===== src/rtl/iomem_timer_pkg.sv =====
// Shared definitions for the iomem timer: register map, CTRL bit layout,
// bus FSM states and the byte-lane write helper.
package iomem_timer_pkg;

   // Register offsets within the 256-byte window (word aligned).
   localparam logic [7:0] TMR_CTRL     = 8'h00;
   localparam logic [7:0] TMR_PRESCALE = 8'h04;
   localparam logic [7:0] TMR_COMPARE  = 8'h08;
   localparam logic [7:0] TMR_COUNT    = 8'h0C;
   localparam logic [7:0] TMR_STATUS   = 8'h10;

   // CTRL bit positions.
   localparam int CTRL_EN     = 0;
   localparam int CTRL_AUTO   = 1;
   localparam int CTRL_IRQ_EN = 2;

   // Bus handshake: accept a request, then spend one cycle acknowledging it.
   typedef enum logic {
      BUS_IDLE = 1'b0,
      BUS_ACK  = 1'b1
   } bus_state_e;

   // Merge new data into an old word, one byte per asserted strobe.
   function automatic logic [31:0] apply_wstrb(input logic [31:0] old_val,
                                                input logic [31:0] new_val,
                                                input logic [3:0]  wstrb);
      logic [31:0] res;
      res = old_val;
      for (int b = 0; b < 4; b++) begin
         if (wstrb[b]) res[8*b +: 8] = new_val[8*b +: 8];
      end
      return res;
   endfunction

endpackage


===== src/rtl/iomem_timer_prescaler.sv =====
// Clock prescaler: counts 0..prescale while enabled and emits a one-cycle
// tick on the terminal value; held at zero while disabled or cleared.
module iomem_timer_prescaler (
   input  logic        clk,
   input  logic        reset,
   input  logic        en,
   input  logic        clr,
   input  logic [15:0] prescale,
   output logic        tick
);

   logic [15:0] pcnt;

   assign tick = en && (pcnt == prescale);

   // Advance the prescale counter, wrapping on tick.
   // NOTE: sequential state uses non-blocking assignments so every flop samples pre-edge values.
   always_ff @(posedge clk or posedge reset) begin
      if (reset) begin
         pcnt <= '0;
      end else if (!en || clr || tick) begin
         pcnt <= '0;
      end else begin
         pcnt <= pcnt + 16'd1;
      end
   end

endmodule


===== src/rtl/iomem_timer.sv =====
// Memory-mapped 32-bit timer/compare peripheral on the iomem bus with a
// level interrupt (MATCH & IRQ_EN).
module iomem_timer
   import iomem_timer_pkg::*;
#(
   parameter logic [31:0] BASE_ADDR = 32'h0300_0000
) (
   input  logic        clk,
   input  logic        reset,
   input  logic        iomem_valid,
   output logic        iomem_ready,
   input  logic [3:0]  iomem_wstrb,
   input  logic [31:0] iomem_addr,
   input  logic [31:0] iomem_wdata,
   output logic [31:0] iomem_rdata,
   output logic        irq
);

   bus_state_e  state, state_nxt;
   logic        hit, access, wr_en;
   logic [7:0]  offset;
   logic        wr_ctrl, wr_prescale, wr_compare, wr_count, wr_status;

   logic        ctrl_en, ctrl_auto, ctrl_irq_en;
   logic [15:0] prescale;
   logic [31:0] compare, count;
   logic        match;
   logic        tick, match_tick;
   logic [31:0] rd_val;

   // Byte offset bits [1:0] are don't-care for word registers.
   logic        addr_lsb_unused;
   assign addr_lsb_unused = ^iomem_addr[1:0];

   assign hit    = iomem_valid && (iomem_addr[31:8] == BASE_ADDR[31:8]);
   assign offset = {iomem_addr[7:2], 2'b00};

   assign wr_en       = access && (iomem_wstrb != 4'b0000);
   assign wr_ctrl     = wr_en && (offset == TMR_CTRL);
   assign wr_prescale = wr_en && (offset == TMR_PRESCALE);
   assign wr_compare  = wr_en && (offset == TMR_COMPARE);
   assign wr_count    = wr_en && (offset == TMR_COUNT);
   assign wr_status   = wr_en && (offset == TMR_STATUS);

   assign match_tick = tick && (count == compare);
   assign irq        = match && ctrl_irq_en;

   iomem_timer_prescaler u_prescaler (
      .clk      (clk),
      .reset    (reset),
      .en       (ctrl_en),
      .clr      (wr_count),
      .prescale (prescale),
      .tick     (tick)
   );

   // Bus FSM state register.
   always_ff @(posedge clk or posedge reset) begin
      if (reset) state <= BUS_IDLE;
      else       state <= state_nxt;
   end

   // Bus FSM next state: accept a hit only from IDLE so a held request is taken once per two cycles.
   // NOTE: defaults are assigned first so no path leaves a signal unassigned and no latch is inferred.
   always_comb begin
      state_nxt   = state;
      access      = 1'b0;
      iomem_ready = 1'b0;
      case (state)
         BUS_IDLE: begin
            if (hit) begin
               access    = 1'b1;
               state_nxt = BUS_ACK;
            end
         end
         BUS_ACK: begin
            iomem_ready = 1'b1;
            state_nxt   = BUS_IDLE;
         end
      endcase
   end

   // Read mux over the register contents of the request cycle.
   always_comb begin
      rd_val = '0;
      case (offset)
         TMR_CTRL: begin
            rd_val[CTRL_EN]     = ctrl_en;
            rd_val[CTRL_AUTO]   = ctrl_auto;
            rd_val[CTRL_IRQ_EN] = ctrl_irq_en;
         end
         TMR_PRESCALE: rd_val[15:0] = prescale;
         TMR_COMPARE:  rd_val       = compare;
         TMR_COUNT:    rd_val       = count;
         TMR_STATUS:   rd_val[0]    = match;
         default:      rd_val       = '0;
      endcase
   end

   // Registered read data, zero whenever no acknowledge follows.
   always_ff @(posedge clk or posedge reset) begin
      if (reset)       iomem_rdata <= '0;
      else if (access) iomem_rdata <= rd_val;
      else             iomem_rdata <= '0;
   end

   // Register file and compare logic; bus writes take priority over timer events
   // except that a match set beats a STATUS clear.
   always_ff @(posedge clk or posedge reset) begin
      if (reset) begin
         ctrl_en     <= 1'b0;
         ctrl_auto   <= 1'b0;
         ctrl_irq_en <= 1'b0;
         prescale    <= '0;
         compare     <= '0;
         count       <= '0;
         match       <= 1'b0;
      end else begin
         if (wr_ctrl && iomem_wstrb[0]) begin
            ctrl_en     <= iomem_wdata[CTRL_EN];
            ctrl_auto   <= iomem_wdata[CTRL_AUTO];
            ctrl_irq_en <= iomem_wdata[CTRL_IRQ_EN];
         end else if (match_tick && !ctrl_auto) begin
            ctrl_en <= 1'b0;
         end

         if (wr_prescale) begin
            if (iomem_wstrb[0]) prescale[7:0]  <= iomem_wdata[7:0];
            if (iomem_wstrb[1]) prescale[15:8] <= iomem_wdata[15:8];
         end

         if (wr_compare) compare <= apply_wstrb(compare, iomem_wdata, iomem_wstrb);

         if (wr_count)        count <= apply_wstrb(count, iomem_wdata, iomem_wstrb);
         else if (match_tick) count <= '0;
         else if (tick)       count <= count + 32'd1;

         if (match_tick)
            match <= 1'b1;
         else if (wr_status && iomem_wstrb[0] && iomem_wdata[0])
            match <= 1'b0;
      end
   end

endmodule


===== config.mk =====
export PLATFORM = sky130hd
export DESIGN_NAME = iomem_timer
export DESIGN_NICKNAME = d
export VERILOG_FILES = /design/src/rtl/iomem_timer_pkg.sv /design/src/rtl/iomem_timer_prescaler.sv /design/src/rtl/iomem_timer.sv
export SDC_FILE = /design/constraint.sdc
export NUM_CORES = 1
export LEC_CHECK = 0
export ABC_AREA = 1
export BUFFER_PORTS_ARGS = -buffer_cell sky130_fd_sc_hd__buf_2
export CAP_MARGIN = 10
export CORE_MARGIN = 2
export CORE_UTILIZATION = 55
export DETAILED_ROUTE_END_ITERATION = 16
export GPL_ROUTABILITY_DRIVEN = 0
export PLACE_DENSITY_LB_ADDON = 0.15
export RECOVER_POWER = 25
export SYNTH_ARGS = -nofsm -noshare
export SYNTH_HDL_FRONTEND = slang
export SYNTH_SLANG_ARGS = --single-unit
export TNS_END_PERCENT = 10

===== constraint.sdc =====
create_clock -name clk -period 5.1 [get_ports clk]
set_input_delay 0 -clock clk [delete_from_list [all_inputs] [get_ports clk]]
set_output_delay 0 -clock clk [all_outputs]
set_load 0.01 [all_outputs]

==> results of run 1 <==
==> layout by cell type, fill, tap and decap left out <==
master	netlist	final
sky130_fd_sc_hd__and2_1	2	2
sky130_fd_sc_hd__nand3_1	63	63
sky130_fd_sc_hd__nor3b_1	3	3
sky130_fd_sc_hd__xnor2_1	2	2
sky130_fd_sc_hd__a22oi_1	21	21
sky130_fd_sc_hd__buf_2	13	69
sky130_fd_sc_hd__dlygate4sd3_1	0	39
sky130_fd_sc_hd__o21ai_1	1	1
sky130_fd_sc_hd__xor2_1	26	26
sky130_fd_sc_hd__clkbuf_16	0	17
sky130_fd_sc_hd__clkinv_2	0	6
sky130_fd_sc_hd__nor3_1	21	21
sky130_fd_sc_hd__dfrtp_1	133	133
sky130_fd_sc_hd__clkinvlp_4	0	1
sky130_fd_sc_hd__inv_1	158	158
sky130_fd_sc_hd__a211oi_1	1	1
sky130_fd_sc_hd__ha_1	2	2
sky130_fd_sc_hd__nand2_2	4	4
sky130_fd_sc_hd__a41oi_1	1	1
sky130_fd_sc_hd__nand3_2	3	3
sky130_fd_sc_hd__nor2_2	1	1
sky130_fd_sc_hd__buf_4	1	6
sky130_fd_sc_hd__nor3_4	1	2
sky130_fd_sc_hd__nand4_1	14	14
sky130_fd_sc_hd__o21ai_0	73	73
sky130_fd_sc_hd__nor3_2	4	3
sky130_fd_sc_hd__clkbuf_1	29	35
sky130_fd_sc_hd__nand3b_2	1	1
sky130_fd_sc_hd__nand3b_1	11	11
sky130_fd_sc_hd__clkbuf_8	0	3
sky130_fd_sc_hd__nand2_1	356	356
sky130_fd_sc_hd__nor2_1	199	199
sky130_fd_sc_hd__a21oi_1	44	44
sky130_fd_sc_hd__a31oi_1	14	14
sky130_fd_sc_hd__bufinv_16	0	3
sky130_fd_sc_hd__or2_2	2	2
sky130_fd_sc_hd__nand2b_1	1	1
==> per-stage QoR <==
stage / setup WS, ns / hold slack (ns)
global placement: 2.17 / 0.215
detailed placement: 2.11 / 0.213
finish: 1.82 / 0.00994
global route: 1.05 / 0.0335
CTS: 2.00 / 0.000224
floorplan: 1.55 / 0.143
==> cell type report <==
class	count	area [sq um]
tap	184	230
clock buffer	22	474
timing repair buffer	147	905
clock inverter	10	128
sequential	133	3330
inverter	158	593
fill	1311	4780
multi-input combinational	871	3990
==> critical path, delay by kind of cell <==
family | cells | cell delay (ns)
buffers and inverters | 4 | 3.76
==> path summary, 6_finish.rpt <==
kind	start	cells after the start	to	slack [ns]
max reg2reg	state	10	count[31]	2.24
min reg2reg	u_prescaler.pcnt[0]	1	u_prescaler.pcnt[0]	0.52
min	iomem_addr[16]	6	state	0.01
max	reset	4	compare[9]	1.82
min in group asynchronous	reset	3	iomem_rdata[21]	1.32
max in group clk	iomem_addr[22]	12	count[31]	1.86
==> flip-flops by register name, summed over array words and instances, names as in the netlist <==
signal / count
u_prescaler.pcnt: 16
ctrl_en: 1
state: 1
ctrl_auto: 1
count: 32
compare: 32
prescale: 16
ctrl_irq_en: 1
match: 1
iomem_rdata: 32
==> cells by family after synthesis <==
logic type,after synthesis,synth area share [%]
AND/OR/NAND/NOR,686,35.3
buffers and inverters,203,9.67
AO/OA/AOI/OAI,155,10.5
flip-flops,133,41.1
XOR/XNOR,28,3.03
adder cells (fa/ha/maj),2,0.309
==> layer usage <==
metal / GRT usage, % / up-vias
met5: 0 / -
met4: 8.82 / 0
met3: 5.65 / 34
met2: 46.4 / 341
met1: 41.7 / 3785
li1: - / 4037
==> Yosys cell counts, drive strengths merged <==
cell type	n
nand2b	1
dfrtp	133
or2	2
nand4	14
a31oi	14
a21oi	44
ha	2
clkbuf	29
nor3	26
buf	16
and2	2
nor3b	3
a211oi	1
a41oi	1
nand3	66
xor2	26
o21ai	74
nand2	360
nor2	200
inv	158
nand3b	12
a22oi	21
xnor2	2
==> power by group through the flow <==
stage	sequential [W]	combinational, W	clock [W]
finish	0.00106	0.000105	0.00126
CTS	0.00106	0.000106	0.00127
floorplan	0.00107	0.0000342	0
global route	0.00106	0.000118	0.00132
detailed placement	0.00107	0.0000838	0
global placement	0.00107	0.0000835	0
==> repair_timing <==
item / CTS / global route
resized for setup: 0 / 0
hold buffers: 39 / 0
endpoints found under the hold margin: 163 / 0
==> out/qor.csv, run 1 <==
metric,value,unit
synth.yosys.seq_area_share,41.1,%
met1_length,10100,microns
grt_overflow_total,0,
layout.cells.non_filler,1525,
finalInstanceArea,0.00964,sq mm
syn_inst,1207,
postSynthRegisterBits,133,
area_delta_synth_final,19.2,%
design.portCount,105,
drtIter0Drc,685,
tritoncts.num_buffers,17,
setup_violations,0,
dr_total_vias,8197,
part_of_the_total_power_dissipated_in_sequential_elements,43.6,%
drt_drc_violations_left,0,
detailed_place_hpwl,15600,microns
clock_network_fraction_of_total_power,52.1,%
report.power.total,0.00242,W
max_slew.worst_pin.slew,3.31,ns
post-cts-setup-buffer-count,0,
leakage_power,4.73,nW
avgSynthCellArea,6.70,sq um
finalClockSkew,0.00549,ns
holdCritPathClass,primary input to flip-flop,
detail_route.first_pass.iterations,5,
fin_setup_tns,0,ns
worst_path_arrival,3.79,ns
synthesis.nets,1280,
totalWireLength,22400,microns
power.net_switching,0.000520,W
largest_cells_by_area_after_synthesis,"sky130_fd_sc_hd__dfrtp_1, sky130_fd_sc_hd__nand2_1, sky130_fd_sc_hd__nor2_1",
chipHeight,125,microns
design.die.area,0.0157,sq mm
power.density,251,mW/mm^2
setup.worst_path.end_class,asynchronous set/reset pin,
rsz0062_at_grt,no,
fin_crit,3.28,ns
grt_first_pass_wirelength,37100,microns
worst_skew_pair.late_latency,0.42,ns
vdd_drop_max,0.262,mV
synthDistinctLibCells,32,
floorplan.initialDensity,56.1,%
synth.cell_area,0.00809,sq mm
critical_path_peak_fanout,85,
cap_violations,1,
grt_start_max_net_pins,86,
internal_power,0.00190,W
switching_share,21.5,%
synth_warnings,0,
post-route-period-util,64.4,%
crit_path_start_kind,primary input,
critical_path.cell_chain,dlygate4sd3_1 > buf_2 > inv_1 > buf_4,
finish.utilization,66.9,%
root_buffer,sky130_fd_sc_hd__clkbuf_16,
cp_slowest_cell,sky130_fd_sc_hd__inv_1,
detailed_place.area,0.00870,sq mm
dr.max_layer_used,met4,
nets,1401,
yosys_top_cell_area_share,41.1,%
layout-drive-gt1-share,9.02,%
dpl.cell_count,1454,
drt-vias-per-instance,5.38,
failed_checks,"capacitance limit, slew limit",
clock_tree_from_tritoncts,built,
timing.setup.critical_path_class,primary input to asynchronous set/reset pin,
fmax,305,MHz
io_buf_count,102,
antenna_violations_before_repair,0,
yosys.area.top_type,sky130_fd_sc_hd__dfrtp_1,
route.met3.wl,1630,microns
die_width,125,microns
core_area,0.0144,sq mm
drt.antenna.violating_nets,0,
wl_per_cell,14.7,microns
max-clock-path-buffers,2,
rows,44,
slew_headroom,-120,%
grt_pass1_vias,7498,
cts.sink_count,133,
max_stage_delay,2.28,ns
grt.total_usage,29.5,%
slew_violations,86,
share_comb_of_total_power,4.3,%
wl_met2,10400,microns
worstPathRequired,5.61,ns
number_of_levels_in_the_clock_h_tree,4,
hold_violations,0,
insertedDiodeCount,0,
outcome,"complete, but fails checks",
worst_setup_hold_path_clk_slew,0.05,ns
No activity file was read; power rests on OpenSTA's default activity.
==> run 2: changes to the inputs <==
clock period = 3.4 ns   (was 5.1 ns; I/O delays follow)
==> out/qor.csv, run 2 (synthesis results as in run 1) <==
metric,value,unit,change
drt_drc_violations_left,0,,unchanged
cts.hold.buffers_added,39,,unchanged
cap_violations,1,,unchanged
detailed_place_hpwl,16000,microns,+2.6%
critical_path.cell_chain,dlygate4sd3_1 > buf_2 > nor3_2 > dlygate4sd3_1 > nand3b_1 > nor2_1 > nand3_1 > buf_4 > nand2_1 > nand2_1 > nor2_1 > a21oi_1,,
number_of_levels_in_the_clock_h_tree,4,,unchanged
post-cts-setup-buffer-count,0,,unchanged
post-route-period-util,81.4,%,
area_delta_synth_final,19.3,%,about the same
chipHeight,125,microns,unchanged
grt_start_max_net_pins,67,,-22%
internal_power,0.00272,W,+43%
timing.critical_path.max_delay_family,simple AND/OR/NAND/NOR gates,,
max-clock-path-buffers,2,,unchanged
vdd_drop_max,0.330,mV,+26%
core_area,0.0144,sq mm,unchanged
wl_per_cell,14.5,microns,-1.3%
fillerInstances,1339,,+2.1%
worst_path_arrival,3.07,ns,-0.72 ns
max_slew.worst_pin.slew,1.68,ns,-1.63 ns
slew_headroom,-11.7,%,+110 points
mostFrequentLayoutCell,sky130_fd_sc_hd__nand2_1,,
fin_crit,2.77,ns,
totalWireLength,22200,microns,-1.0%
cts.sink_count,133,,unchanged
final_cell_mix,"sky130_fd_sc_hd__nand2_1, sky130_fd_sc_hd__nor2_1, sky130_fd_sc_hd__inv_1",,
setup_violations,0,,unchanged
drtIter0Drc,762,,+11%
reg.largest.list,"compare x32, count x32, iomem_rdata x32",,
dr_total_vias,8116,,-0.99%
failed_checks,"capacitance limit, slew limit",,
grt_pass1_vias,7449,,-0.65%
fin_setup_tns,0,ns,unchanged
grt.total_usage,29.4,%,-0.073 points
clock_tree_from_tritoncts,built,,
ctsResizeCount,0,,unchanged
rsz0062_at_grt,no,,
power.density,363,mW/mm^2,+44%
finalClockSkew,0.00542,ns,-0.0000652 ns
insertedDiodeCount,0,,unchanged
grt_first_pass_wirelength,37200,microns,+0.34%
part_of_the_total_power_dissipated_in_sequential_elements,45.3,%,+1.7 points
drt-vias-per-instance,5.30,,-1.3%
critical_path.startpoint,iomem_addr[23],,
design.die.area,0.0157,sq mm,unchanged
antenna_violations_before_repair,0,,unchanged
share_comb_of_total_power,4.5,%,+0.2 points
tritoncts.num_buffers,17,,unchanged
grt_overflow_total,0,,unchanged
design.portCount,105,,unchanged
layout-drive-gt1-share,9.51,%,+0.49 points
worst_r2r_src,count[22],,
holdCritPathClass,primary input to flip-flop,,
leakage_power,4.72,nW,about the same
outcome,"complete, but fails checks",,
detail_route.first_pass.iterations,5,,unchanged
hold_violations,0,,unchanged
worst_skew_pair.late_latency,0.42,ns,about the same
root_buffer,sky130_fd_sc_hd__clkbuf_16,,
worstPathRequired,3.70,ns,-1.91 ns
clock_network_fraction_of_total_power,50.2,%,-1.9 points
io_buf_count,102,,unchanged
max_stage_delay,0.57,ns,-1.71 ns
critical_path_peak_fanout,15,,-82%
nets,1407,,+0.43%
die_width,125,microns,unchanged
cp_slowest_cell,sky130_fd_sc_hd__dlygate4sd3_1,,
setup.worst_path.end_class,flip-flop,,
timing.critical_path.buf_inv,4,,unchanged
rows,44,,unchanged
timing.setup.critical_path_class,primary input to flip-flop,,
critical_hold_path_startpoint,iomem_addr[8],,
switching_share,22.2,%,+0.73 points
floorplan.initialDensity,56.1,%,unchanged
power.net_switching,0.000776,W,+49%
fmax,361,MHz,
slew_violations,67,,-22%
worst_setup_hold_path_clk_slew,0.06,ns,about the same
crit_path_start_kind,primary input,,
drt.antenna.violating_nets,0,,unchanged
finalHoldWorstSlack,0.00811,ns,-0.00183 ns
## run 2: stage by stage
stage,cell area [sq um],util (%),std cells,setup slack (ns),power (W)
after global routing,9650,66.9,1530,0.351,0.00362
after detailed placement,8750,60.7,1460,1.02,0.00174
after floorplan,8090,-,1207,1.68,0.00166
after CTS,9710,67.3,1530,0.650,0.00352
final,9650,66.9,1530,0.633,0.00350
after global placement,8750,60.7,1460,1.04,0.00174
## run 2: layer usage
metal | part of all wire, % | vias up | GRT usage, %
li1 | - | 4043 | -
met1 | 45 | 3714 | 42.8
met2 | 46 | 336 | 45.8
met3 | 8.2 | 23 | 5.39
met4 | 1.4 | 0 | 7.32
met5 | 0 | - | 0
## run 2: path summary, 6_finish.rpt
| check | endpoint | slack (ns) | cells past startpoint |
|---|---|---|---|
| setup / recovery | count[31] | 0.63 | 12 |
| hold / removal | state | 0.008 | 6 |
| setup reg to reg | count[26] | 0.95 | 11 |
| hold reg to reg | match | 0.52 | 2 |
| max in group asynchronous | iomem_rdata[3] | 0.85 | 4 |
| min in group asynchronous | count[21] | 0.38 | 3 |
## run 2: area by class of cell
type | instances | area, sq um | area share [%]
Clock buffer | 22 | 484 | 5.02
Clock inverter | 9 | 77.6 | 0.804
Inverter | 158 | 594 | 6.16
Multi-Input combinational cell | 871 | 3990 | 41.3
Sequential cell | 133 | 3330 | 34.5
Tap cell | 184 | 230 | 2.39
Timing Repair Buffer | 153 | 947 | 9.82
## run 2: worst register-to-register path, cell delays in order (launching register included)
cell and delay (ns):
sky130_fd_sc_hd__dfrtp_1 0.48, sky130_fd_sc_hd__inv_1 0.11, sky130_fd_sc_hd__nand2_1 0.08, sky130_fd_sc_hd__nand2_1 0.06, sky130_fd_sc_hd__nor2_1 0.12, sky130_fd_sc_hd__nand2_1 0.07
sky130_fd_sc_hd__nor2_1 0.20, sky130_fd_sc_hd__nand2_1 0.12, sky130_fd_sc_hd__nor2_1 0.15, sky130_fd_sc_hd__nand2_1 0.55, sky130_fd_sc_hd__nand3b_1 0.32, sky130_fd_sc_hd__a21oi_1 0.09
## run 2: power groups by stage
| stage | Combinational, W | Sequential (W) | Clock (W) |
|---|---|---|---|
| after detailed placement | 0.000129 | 0.00161 | 0 |
| after global placement | 0.000127 | 0.00161 | 0 |
| after floorplan | 0.0000516 | 0.00161 | 0 |
| after CTS | 0.000161 | 0.00158 | 0.00177 |
| after global routing | 0.000177 | 0.00158 | 0.00186 |
| final | 0.000157 | 0.00158 | 0.00176 |
